[src/rtl/fetch_pkg.sv]
// rtl/fetch_pkg.sv - shared types and constants for the instruction-fetch sequencer
package fetch_pkg;

    localparam logic [5:0] OPC_J   = 6'b000010;
    localparam int         INSTR_W = 32;
    localparam int         PC_W    = 32;

    typedef enum logic {
        ST_RUN  = 1'b0,
        ST_HALT = 1'b1
    } fetch_state_t;

    typedef struct packed {
        logic [PC_W-1:0]    pc;
        logic [INSTR_W-1:0] instr;
    } fetch_entry_t;

endpackage

[src/rtl/fetch_queue.sv]
// rtl/fetch_queue.sv - small synchronous FIFO of fetched {pc, instr} entries
module fetch_queue
    import fetch_pkg::*;
#(
    parameter int DEPTH = 2
) (
    input  logic                         clk,
    input  logic                         rst,
    input  logic                         i_push,
    input  logic                         i_pop,
    input  logic                         i_clear,
    input  fetch_entry_t                 i_data,
    output fetch_entry_t                 o_head,
    output logic [$clog2(DEPTH+1)-1:0]   o_count,
    output logic                         o_full,
    output logic                         o_empty
);

    localparam int CNT_W = $clog2(DEPTH + 1);
    localparam int PTR_W = (DEPTH > 1) ? $clog2(DEPTH) : 1;

    fetch_entry_t     r_mem [DEPTH];
    logic [PTR_W-1:0] r_rd_ptr;
    logic [PTR_W-1:0] r_wr_ptr;
    logic [CNT_W-1:0] r_count;
    logic             w_do_push;
    logic             w_do_pop;

    function automatic logic [PTR_W-1:0] ptr_inc(input logic [PTR_W-1:0] p);
        return (p == PTR_W'(DEPTH - 1)) ? '0 : p + PTR_W'(1);
    endfunction

    assign o_full    = (r_count == CNT_W'(DEPTH));
    assign o_empty   = (r_count == '0);
    assign o_count   = r_count;
    assign o_head    = r_mem[r_rd_ptr];
    assign w_do_pop  = i_pop & ~o_empty;
    assign w_do_push = i_push & (~o_full | w_do_pop);

    // clear (and reset) win over any push/pop in the same cycle
    always_ff @(posedge clk) begin
        if (rst || i_clear) begin
            r_rd_ptr <= '0;
            r_wr_ptr <= '0;
            r_count  <= '0;
        end else begin
            if (w_do_push) begin
                r_mem[r_wr_ptr] <= i_data;
                r_wr_ptr        <= ptr_inc(r_wr_ptr);
            end
            if (w_do_pop) begin
                r_rd_ptr <= ptr_inc(r_rd_ptr);
            end
            case ({w_do_push, w_do_pop})
                2'b10:   r_count <= r_count + CNT_W'(1);
                2'b01:   r_count <= r_count - CNT_W'(1);
                default: r_count <= r_count;
            endcase
        end
    end

endmodule

[src/rtl/fetch_sequencer.sv]
// rtl/fetch_sequencer.sv - PC owner, ROM addressing and fetch queue toward decode
// Optional self-jump halt enabled by FETCH_SELF_JUMP_HALT_EN.
module fetch_sequencer
    import fetch_pkg::*;
#(
    parameter int              ADDR_W   = 6,
    parameter logic [PC_W-1:0] RESET_PC = 32'h0000_0000,
    parameter int              QDEPTH   = 2
) (
    input  logic                clk,
    input  logic                rst,
    output logic [ADDR_W-1:0]   rom_addr,
    input  logic [INSTR_W-1:0]  rom_dout,
    input  logic                redirect_valid,
    input  logic [PC_W-1:0]     redirect_pc,
    output logic                out_valid,
    input  logic                out_ready,
    output logic [INSTR_W-1:0]  out_instr,
    output logic [PC_W-1:0]     out_pc,
    output logic                halted
);

    localparam int CNT_W = $clog2(QDEPTH + 1);

    fetch_state_t      r_state;
    fetch_state_t      w_state_nxt;
    logic [PC_W-1:0]   r_pc;
    logic [PC_W-1:0]   w_redirect_pc;
    logic              w_fetch;
    logic              w_pop;
    logic              w_full;
    logic              w_empty;
    logic [CNT_W-1:0]  w_count;
    fetch_entry_t      w_entry;
    fetch_entry_t      w_head;
    logic              w_unused;

    assign rom_addr      = r_pc[ADDR_W+1:2];
    assign w_redirect_pc = redirect_pc & 32'hFFFF_FFFC;
    assign w_pop         = out_valid & out_ready;
    assign w_entry.pc    = r_pc;
    assign w_entry.instr = rom_dout;
    assign out_valid     = ~w_empty;
    assign out_pc        = w_head.pc;
    assign out_instr     = w_head.instr;
    assign w_unused      = &{1'b0, w_count};

`ifdef FETCH_SELF_JUMP_HALT_EN
    logic w_self_jump;
    assign w_self_jump = (rom_dout[31:26] == OPC_J) && (rom_dout[25:0] == r_pc[27:2]);
    assign halted      = (r_state == ST_HALT);
`else
    assign halted      = 1'b0;
`endif

    always_ff @(posedge clk) begin
        if (rst) begin
            r_state <= ST_RUN;
        end else begin
            r_state <= w_state_nxt;
        end
    end

    always_comb begin
        w_state_nxt = r_state;
        w_fetch     = 1'b0;
        if (redirect_valid) begin
            w_state_nxt = ST_RUN;
        end else if ((r_state == ST_RUN) && (!w_full || w_pop)) begin
            w_fetch = 1'b1;
`ifdef FETCH_SELF_JUMP_HALT_EN
            if (w_self_jump) begin
                w_state_nxt = ST_HALT;
            end
`endif
        end
    end

    always_ff @(posedge clk) begin
        if (rst) begin
            r_pc <= RESET_PC;
        end else if (redirect_valid) begin
            r_pc <= w_redirect_pc;
        end else if (w_fetch) begin
            r_pc <= r_pc + 32'd4;
        end
    end

    fetch_queue #(
        .DEPTH (QDEPTH)
    ) u_queue (
        .clk     (clk),
        .rst     (rst),
        .i_push  (w_fetch),
        .i_pop   (w_pop),
        .i_clear (redirect_valid),
        .i_data  (w_entry),
        .o_head  (w_head),
        .o_count (w_count),
        .o_full  (w_full),
        .o_empty (w_empty)
    );

endmodule
[config.mk]
export PLATFORM = sky130hd
export DESIGN_NAME = fetch_sequencer
export DESIGN_NICKNAME = d
export VERILOG_FILES = /design/src/rtl/fetch_pkg.sv /design/src/rtl/fetch_queue.sv /design/src/rtl/fetch_sequencer.sv
export SDC_FILE = /design/constraint.sdc
export NUM_CORES = 1
export LEC_CHECK = 0
export CAP_MARGIN = 10
export CELL_PAD_IN_SITES_DETAIL_PLACEMENT = 0
export CELL_PAD_IN_SITES_GLOBAL_PLACEMENT = 1
export CORE_MARGIN = 1
export CORE_UTILIZATION = 35
export DETAILED_ROUTE_END_ITERATION = 7
export PLACE_DENSITY_LB_ADDON = 0.1
export SLEW_MARGIN = 20
export SYNTH_ARGS = -nofsm -noshare
export SYNTH_HDL_FRONTEND = slang
export SYNTH_SLANG_ARGS = --single-unit
[constraint.sdc]
create_clock -name clk -period 9.6 [get_ports clk]
set_clock_uncertainty 0.15 [all_clocks]
set_input_delay 1.92 -clock clk [delete_from_list [all_inputs] [get_ports clk]]
set_output_delay 1.92 -clock clk [all_outputs]
set_load 0.05 [all_outputs]
==> results by group, run 1 <==
Timing
  • Fin. max-slew vios: 0
  • Final setup vio count: 0
  • Worst-Margin Slew: 0.8849 ns
  • Final Hold Fails: 0
  • FMAX: between 200 and 250 MHz
  • RSZ-0062 raised after global routing: no
  • Setup WS post-layout: roughly 4.7 ns
  • Min Tclk post-route: between 4 and 5 ns
  • Hold slack: just under 0.4 ns
  • Slew headroom: 0.4052
  • Final period util: 0.5145
  • Fin Setup TNS: 0 ns

Routing
  • Antenna Violating Nets Remaining: 0
  • Vias: between 4000 and 5000
  • # DRC: 0
  • Via-to-Cell Ratio: just over 5
  • TritonRoute pass-1 iters: 4
  • Drt total wl: ~15 mm
  • Drt wl/cell: around 18 um
  • Starting DRC count in detailed routing: roughly 190

Place
  • Dpl hpwl: 9.848 mm
  • Place WS: approximately 4.8 ns
  • DP Cell Count: roughly 810
  • Number of I/O port buffers: 134
  • Area after DPL: 8230 um^2
  • GPL Wtd Cong: roughly 0.76

Clock tree
  • H-Tree Depth: 4
  • # Post-CTS Setup Buffers: 0
  • CTS Hold Bufs: 0
  • Worst skew pair latency: 0.41 ns
  • CTS sink cnt: around 160
  • Gates resized, CTS repair: 0
  • Clock root buffer: clkbuf_16
  • Num CTS Buffers: 17
  • Clock transition at path regs: 0.06 ns
  • Clock Path Buffers: 2
  • CTS tree: done

Layout
  • Finished Cell Area: roughly 8800 um^2
  • Fillers: 1672
  • Most frequent cells in the layout: clkdlybuf4s50_1 (134), edfxtp_1 (124), mux2_2 (62)
  • Final Core Density: 0.4730
  • Final #Nets: roughly 670
  • Most common cell after layout, fill and taps aside: clkdlybuf4s50_1
  • Fin cells: between 800 and 900
  • Synth-to-layout area growth: 32.29%
  • Share of cells above drive strength 1: 0.1852
  • Ant diodes: 0

Critical path
  • Critical path buffer and inverter count: 2
  • Worst-path cell chain: buf_4 -> mux2_2 -> clkdlybuf4s50_1
  • CP max stage cell: clkdlybuf4s50_1
  • Worst EP required: 7.53 ns
  • WS Path Type: flip-flop to output pin
  • Delay of the slowest critical-path stage: 0.73 ns
  • Worst setup EP type: output pin
  • R2R setup slack: between 7 and 8 ns
  • CP arrival: around 2.9 ns
  • Critical path's top delay family: buffers and inverters
  • Startpoint type of the worst setup path: flip-flop
  • Worst-path fanout max: 38

Pwr
  • Combinational Power Share: 0.111
  • Switching power: just over 0.4 mW
  • LEAKAGE: around 2.9 nW
  • Switching share of total power: 0.2384
  • Pint: ~1.3 mW
  • Power Total: roughly 1.7 mW
  • VDD IR max: ~120 uV
  • Clock power frac: 0.418
  • Pwr Density: ~190 nW/um^2
  • Sequential share of power: 0.471

Run
  • MaxCap Viol Count: 0

Synthesis
  • Post-synthesis register bit count: 159
  • Mapped cell area: between 6000 and 7000 um^2
  • Yosys warns: 0
  • Sequential area share after synthesis: 0.6614
  • Syn Area/Cell: around 14 um^2
  • Post-synth EDFFs: 124
  • Main synth FF type: edfxtp_1
  • Synth async-reset ratio: 0
  • Netlist cell types: 52
  • Syn Inst Count: around 470

Global routing
  • Antenna violations before repair: 0
  • Vias in the first global route: around 4500
  • First-pass GRT wire length: between 20 and 25 mm
  • Largest net degree at the start of global routing: 63
  • GR Util All Layers: 0.1611
  • Overflow after GRT: 0

Floorplanning
  • Die width: ~140 um
  • Initial core utilization: 0.3576
  • Ports: 140
  • Chip height: 140.2 um
  • Row cnt: 50
  • CORE AREA: between 15000 and 20000 um^2
  • Die area: a little under 20000 um^2

Worst hold path
  • Worst hold path class: flip-flop to flip-flop

Status
  • Status: complete, no violations
## worst paths after layout
path	endpoint	from	cells after the start
setup reg to reg	u_queue.r_mem[1][14]$_DFFE_PP_	u_queue.o_count[0]$_SDFFE_PP0P_	3
hold reg to reg	u_queue.r_mem[1][40]$_DFFE_PP_	r_pc[8]$_SDFFE_PP0P_	0
hold / removal	u_queue.r_mem[1][40]$_DFFE_PP_	r_pc[8]$_SDFFE_PP0P_	0
setup / recovery	out_pc[12]	flip-flop	3
## sequential cells by signal, indices dropped and copies added (netlist names), named ones only
signal and count:
u_queue.r_mem 124, r_pc 30, u_queue.o_count 2, u_queue.r_rd_ptr 1, u_queue.r_wr_ptr 1
## logic make-up (layout without fill, tap and decap cells)
logic type | Yosys count | after routing | synth area share
DFF | 159 | 159 | 0.6614
muxes | 62 | 62 | 0.1044
xor gates and xnor gates | 13 | 13 | 0.01702
AOI/OAI and AO/OA | 51 | 51 | 0.06173
and+or+nand+nor | 142 | 142 | 0.1242
other | 1 | 3 | 0.0005606
adders and majority gates | 2 | 2 | 0.003741
buffers and inverters | 38 | 178 | 0.02693
## cell usage after synthesis, types with 3 or more instances
library cell,number,area share
edfxtp_1,124,0.56
mux2_2,62,0.10
dfxtp_1,35,0.10
nor2_1,26,0.015
nand2_1,21,0.012
clkbuf_1,20,0.011
nand3_1,15,0.011
nand4_1,14,0.013
a311oi_1,10,0.013
nor3_1,10,0.0075
buf_4,9,0.010
a211oi_1,8,0.0090
and3_1,8,0.0075
xnor2_1,8,0.010
nor4_1,7,0.0065
and4_1,6,0.0079
o21ai_0,6,0.0045
o31ai_1,6,0.0067
or3_1,6,0.0056
a32oi_1,5,0.0065
or4_1,5,0.0056
xor2_1,5,0.0065
a2111oi_1,4,0.0060
inv_1,4,0.0022
nand2b_1,4,0.0037
nor2b_1,4,0.0037
buf_2,3,0.0022
## worst register-to-register path: cells and delay by family, from the launching register on
kind / cells / cell delay, ns
buf+inv: 1 / 0.68
flops: 1 / 0.43
simple gates: 2 / 0.89
## metal layers
layer | up-vias | GRT usage | part of all wire
met1 | 2141 | 0.2040 | 0.46
li1 | 2089 | - | -
met2 | 107 | 0.2687 | 0.48
met5 | - | 0 | 0
met4 | 0 | 0.04569 | 0.0070
met3 | 9 | 0.04547 | 0.049
## power by group through the flow
stage	clock (mW)	combinational [mW]	sequential, mW
after floorplan	0	0.121	0.805
after global placement	0	0.188	0.810
after detailed placement	0	0.190	0.813
after CTS	0.726	0.191	0.798
after global routing	0.756	0.199	0.802
final	0.707	0.188	0.797
## layout make-up
type                    count  area (um^2)  share of cell area
inverters                   5        18.77            0.002121
clock buffers              19        432.9             0.04893
multi-input cells         273         2100              0.2373
flip-flops and latches    159         4425              0.5001
clock inverters            13        185.2             0.02093
well taps                 234        292.8             0.03309
repair buffers            141         1394              0.1575
Power figures use the tool's default switching activity.
==> run 2, diff against run 1 <==
==> constraint.sdc (replaced) <==
create_clock -name clk -period 5.08 [get_ports clk]
set_clock_uncertainty 0.15 [all_clocks]
set_input_delay 1.016 -clock clk [delete_from_list [all_inputs] [get_ports clk]]
set_output_delay 1.016 -clock clk [all_outputs]
set_load 0.05 [all_outputs]
==> run 2 against run 1 <==
Net effect:
- utilization up 0.094 points
- die area unchanged
- routed wire length shrank 1.1%
- largest cell class unchanged
==> results by group, run 2 (synthesis results as in run 1) <==
Status
  • Status: complete, no violations (unchanged)

Clock tree
  • Num CTS Buffers: 17 (unchanged)
  • # Post-CTS Setup Buffers: 0 (unchanged)
  • CTS sink cnt: 159 (unchanged)
  • CTS Hold Bufs: 0 (unchanged)
  • Clock transition at path regs: 0.06 ns (about the same)
  • Gates resized, CTS repair: 0 (unchanged)
  • H-Tree Depth: 4 (unchanged)
  • Worst skew pair latency: 0.42 ns (was 0.41 ns)
  • Clock Path Buffers: 2 (unchanged)
  • CTS tree: done (unchanged)
  • Clock root buffer: clkbuf_16 (unchanged)

Run
  • MaxCap Viol Count: 0 (unchanged)

Floorplanning
  • Die width: 140.2 um (unchanged)
  • Initial core utilization: 0.3576 (unchanged)
  • CORE AREA: 18710 um^2 (unchanged)
  • Row cnt: 50 (unchanged)
  • Die area: 19670 um^2 (unchanged)
  • Chip height: 140.2 um (unchanged)
  • Ports: 140 (unchanged)

Critical path
  • Worst flop-to-flop path startpoint: r_pc[13]$_SDFFE_PP0P_ (was u_queue.o_count[0]$_SDFFE_PP0P_)
  • Worst-path fanout max: 33 (was 38)
  • Worst EP required: 3.91 ns (was 7.53 ns)
  • Worst setup EP type: output pin (unchanged)
  • CP arrival: 2.70 ns (was 2.87 ns)
  • Startpoint type of the worst setup path: flip-flop (unchanged)
  • WS Path Type: flip-flop to output pin (unchanged)

Place
  • Number of I/O port buffers: 134 (unchanged)
  • Dpl hpwl: 9.927 mm (was 9.848 mm)
  • Place WS: 1.563 ns (was 4.811 ns)
  • GPL Wtd Cong: 0.7782 (was 0.7570)

Routing
  • TritonRoute pass-1 iters: 6 (was 4)
  • # DRC: 0 (unchanged)
  • Drt wl/cell: 17.79 um (was 18.05 um)
  • Drt total wl: 15.06 mm (was 15.24 mm)
  • Via-to-Cell Ratio: 5.148 (was 5.149)
  • Starting DRC count in detailed routing: 183 (was 185)
  • Vias: 4360 (was 4346)
  • Antenna Violating Nets Remaining: 0 (unchanged)

Timing
  • Final period util: 0.7601
  • Fin. max-slew vios: 0 (unchanged)
  • Hold slack: 0.3775 ns (was 0.3851 ns)
  • Final Hold Fails: 0 (unchanged)
  • RSZ-0062 raised after global routing: no (unchanged)
  • Slew headroom: 0.3704 (was 0.4052)
  • Final setup vio count: 0 (unchanged)
  • Setup WS post-layout: 1.219 ns (was 4.660 ns)
  • FMAX: 259.0 MHz
  • Fin Setup TNS: 0 ns (unchanged)
  • Min Tclk post-route: about 3.9 ns
  • Worst-Margin Slew: 0.9366 ns (was 0.8849 ns)

Layout
  • Synth-to-layout area growth: 32.55% (was 32.29%)
  • Most common cell after layout, fill and taps aside: clkdlybuf4s50_1 (unchanged)
  • Top reg by flops: u_queue.r_mem (unchanged)
  • Fillers: 1680 (was 1672)
  • Max reg flops: 124 (unchanged)
  • Final #Nets: 669 (was 667)
  • Share of cells above drive strength 1: 0.1846 (was 0.1852)
  • Most frequent cells in the layout: clkdlybuf4s50_1 (134), edfxtp_1 (124), mux2_2 (62) (unchanged)

Global routing
  • First-pass GRT wire length: 23.75 mm (was 24.06 mm)
  • Overflow after GRT: 0 (unchanged)
  • Antenna violations before repair: 1 (was 0)
  • GR Util All Layers: 0.1592 (was 0.1611)
  • Largest net degree at the start of global routing: 63 (unchanged)
  • Vias in the first global route: 4466 (was 4497)

Pwr
  • VDD IR max: 216.4 uV (was 118.9 uV)
  • Power Total: 3.099 mW (was 1.692 mW)
  • Pwr Density: 349.5 nW/um^2 (was 191.2 nW/um^2)
  • LEAKAGE: 2.915 nW (was 2.925 nW)

Worst hold path
  • Worst hold path class: flip-flop to flip-flop (unchanged)
  • Hold Startpoint: r_pc[8]$_SDFFE_PP0P_ (unchanged)
[run 2: path summary, 6_finish.rpt]
| check | end | slack, ns | cells after the start |
|---|---|---|---|
| hold reg to reg | u_queue.r_mem[1][40]$_DFFE_PP_ | 0.38 | 0 |
| setup reg to reg | r_pc[26]$_SDFFE_PP0P_ | 2.68 | 4 |
| setup / recovery | out_pc[14] | 1.22 | 3 |
| hold / removal | u_queue.r_mem[1][40]$_DFFE_PP_ | 0.38 | 0 |
[run 2: layer usage]
layer	GRT usage	wire, um	vias to the layer above
met4	0.06304	78	0
met1	0.2016	6862	2152
li1	-	-	2091
met5	0	0	-
met2	0.2647	7366	112
met3	0.03521	757	5
[run 2: area by class of cell]
type | count | area (um^2) | share of cell area
antenna | 1 | 2.502 | 0.0002822
timing repair buffer | 143 | 1446 | 0.1631
multi-input combinational | 273 | 2108 | 0.2378
inverter | 5 | 18.77 | 0.002117
tap | 234 | 292.8 | 0.03302
clock inverter | 12 | 135.1 | 0.01524
sequential | 159 | 4425 | 0.4992
clock buffer | 20 | 436.7 | 0.04925
[run 2: worst max-delay path, stage by stage, from the launching register on]
cell	delay (ns)
dfxtp_2	0.86
buf_12	0.31
mux2_2	0.36
clkdlybuf4s50_1	0.73
[run 2: metrics by stage]
step	instance area, um^2	std cells	utilization
2_1_floorplan	6711	470	-
3_3_place_gp	8292	814	0.4433
4_1_cts	8864	846	0.4738
6_report	8866	847	0.4740
3_5_place_dp	8292	814	0.4433
5_1_grt	8864	846	0.4738
[run 2: report_power, final]
group          internal (mW)  total (mW)  switching (mW)
combinational          0.151       0.360           0.209
sequential              1.46        1.51          0.0447
clock                  0.726        1.23           0.506
total                   2.34        3.10           0.760
==> run 3, diff against run 2 <==
==> constraint.sdc (replaced) <==
create_clock -name clk -period 3.3 [get_ports clk]
set_clock_uncertainty 0.15 [all_clocks]
set_input_delay 0.66 -clock clk [delete_from_list [all_inputs] [get_ports clk]]
set_output_delay 0.66 -clock clk [all_outputs]
set_load 0.05 [all_outputs]
==> run 3 against run 2 <==
Net effect:
- design area increased by 0.44%
- sequential power increased by 54%
- sequential share of layout area decreased by 0.22 points
- first-iteration DRC count increased by 47%
- critical path depth unchanged
- register-to-register slack got worse by 1.6 ns
- clock power increased by 51%
==> results by group, run 3 (synthesis results as in run 1) <==
Layout
  • Final #Nets: 677 (was 669)
  • Synth-to-layout area growth: 33.13% (was 32.55%)
  • Area of the multi-input gates: 2108 um^2 (unchanged)
  • Most frequent cells in the layout: clkdlybuf4s50_1 (134), edfxtp_1 (124), mux2_2 (62) (unchanged)
  • Share of cells above drive strength 1: 0.1939 (was 0.1846)
  • Ant diodes: 0 (was 1)
  • Top reg by flops: u_queue.r_mem (unchanged)
  • Max reg flops: 124 (unchanged)
  • Most common cell after layout, fill and taps aside: clkdlybuf4s50_1 (unchanged)
  • Reg area: 4425 um^2 (unchanged)
  • Fillers: 1650 (was 1680)

Status
  • Status: complete, no violations (unchanged)

Pwr
  • VDD IR max: 320.7 uV (was 216.4 uV)
  • LEAKAGE: 2.953 nW (was 2.915 nW)
  • Switching share of total power: 0.2426 (was 0.2451)
  • Pint: 3.588 mW (was 2.339 mW)
  • Pwr Density: 532.0 nW/um^2 (was 349.5 nW/um^2)
  • Switching power: 1.150 mW (was 0.7596 mW)
  • Sequential share of power: 0.489 (was 0.486)
  • Power Total: 4.738 mW (was 3.099 mW)
  • Combinational Power Share: 0.119 (was 0.116)
  • Clock power frac: 0.392 (was 0.398)

Clock tree
  • Worst skew pair latency: 0.42 ns (about the same)
  • H-Tree Depth: 4 (unchanged)
  • Clock transition at path regs: 0.06 ns (about the same)
  • # Post-CTS Setup Buffers: 0 (unchanged)
  • CTS tree: done (unchanged)
  • Gates resized, CTS repair: 0 (unchanged)
  • Num CTS Buffers: 17 (unchanged)
  • CTS Hold Bufs: 0 (unchanged)
  • CTS sink cnt: 159 (unchanged)
  • Clock root buffer: clkbuf_16 (unchanged)
  • Clock Path Buffers: 2 (unchanged)

Critical path
  • CP arrival: 2.23 ns (was 2.70 ns)
  • Startpoint type of the worst setup path: flip-flop (unchanged)
  • Worst EP required: 2.49 ns (was 3.91 ns)
  • WS Path Type: flip-flop to output pin (unchanged)
  • Worst setup EP type: output pin (unchanged)
  • Worst-path fanout max: 62 (was 33)

Timing
  • Fin. max-slew vios: 0 (unchanged)
  • Hold slack: 0.3910 ns (was 0.3775 ns)
  • Fin Setup TNS: 0 ns (unchanged)
  • Final setup vio count: 0 (unchanged)
  • Final Hold Fails: 0 (unchanged)
  • Slew headroom: 0.6083 (was 0.3704)
  • FMAX: about 330 MHz
  • Min Tclk post-route: roughly 3.0 ns
  • Final period util: 0.9208
  • Setup WS post-layout: 0.2613 ns (was 1.219 ns)
  • Worst-Margin Slew: 0.5822 ns (was 0.9366 ns)
  • RSZ-0062 raised after global routing: no (unchanged)

Routing
  • Via-to-Cell Ratio: 5.192 (was 5.148)
  • Antenna Violating Nets Remaining: 0 (unchanged)
  • Drt wl/cell: 17.91 um (was 17.79 um)
  • TritonRoute pass-1 iters: 4 (was 6)
  • Drt total wl: 15.27 mm (was 15.06 mm)
  • # DRC: 0 (unchanged)
  • Vias: 4429 (was 4360)
  • Starting DRC count in detailed routing: 269 (was 183)

Floorplanning
  • Row cnt: 50 (unchanged)
  • Chip height: 140.2 um (unchanged)
  • Initial core utilization: 0.3576 (unchanged)
  • Ports: 140 (unchanged)
  • Die width: 140.2 um (unchanged)
  • CORE AREA: 18710 um^2 (unchanged)
  • Die area: 19670 um^2 (unchanged)

Worst hold path
  • Worst hold path class: flip-flop to flip-flop (unchanged)

Global routing
  • First-pass GRT wire length: 23.62 mm (was 23.75 mm)
  • Antenna violations before repair: 0 (was 1)
  • Largest net degree at the start of global routing: 63 (unchanged)
  • GR Util All Layers: 0.1585 (was 0.1592)
  • Overflow after GRT: 0 (unchanged)
  • Vias in the first global route: 4460 (was 4466)

Place
  • GPL Wtd Cong: 0.7944 (was 0.7782)
  • Dpl hpwl: 10.11 mm (was 9.927 mm)
  • Place WS: 0.3329 ns (was 1.563 ns)
  • Number of I/O port buffers: 134 (unchanged)

Run
  • MaxCap Viol Count: 0 (unchanged)
run 3: layer usage:
layer,share of wire,track usage,vias to the layer above
met3,0.047,0.03863,12
met5,0,0,-
met1,0.45,0.2038,2187
met4,0.011,0.05899,0
met2,0.49,0.2589,122
li1,-,-,2108
run 3: per-stage QoR:
step | area (um^2) | instances | utilization
after global routing | 8905 | 853 | 0.4761
after floorplan | 6741 | 470 | -
after detailed placement | 8352 | 822 | 0.4465
final | 8905 | 853 | 0.4761
after global placement | 8352 | 822 | 0.4465
after CTS | 8905 | 853 | 0.4761
run 3: cell type report:
class                      instances  area share
multi-input combinational        273      0.2368
tap                              234     0.03288
clock buffer                      19     0.04862
sequential                       159      0.4970
inverter                           5    0.002108
timing repair buffer             151      0.1692
clock inverter                    12     0.01349
run 3: path summary, 6_finish.rpt:
path                               from                        endpoint  slack [ns]  cells after the start
setup / recovery              flip-flop                      out_pc[28]        0.26                      3
hold / removal    r_pc[31]$_SDFFE_PP0P_  u_queue.r_mem[1][63]$_DFFE_PP_        0.39                      0
setup reg to reg   r_pc[2]$_SDFFE_PP0P_           r_pc[26]$_SDFFE_PP0P_        1.10                      5
hold reg to reg   r_pc[31]$_SDFFE_PP0P_  u_queue.r_mem[1][63]$_DFFE_PP_        0.39                      0
run 3: worst max-delay path: stages, from the launching register on:
cell,delay (ns)
dfxtp_2,0.34
buf_12,0.33
mux2_2,0.38
clkdlybuf4s50_1,0.73
run 3: power by group through the flow:
stage,logic [mW],clock network (mW),registers (mW)
finish,0.563,1.86,2.32
global placement,0.561,0,2.35
CTS,0.568,1.91,2.32
floorplan,0.357,0,2.34
detailed placement,0.566,0,2.36
global route,0.596,1.99,2.33
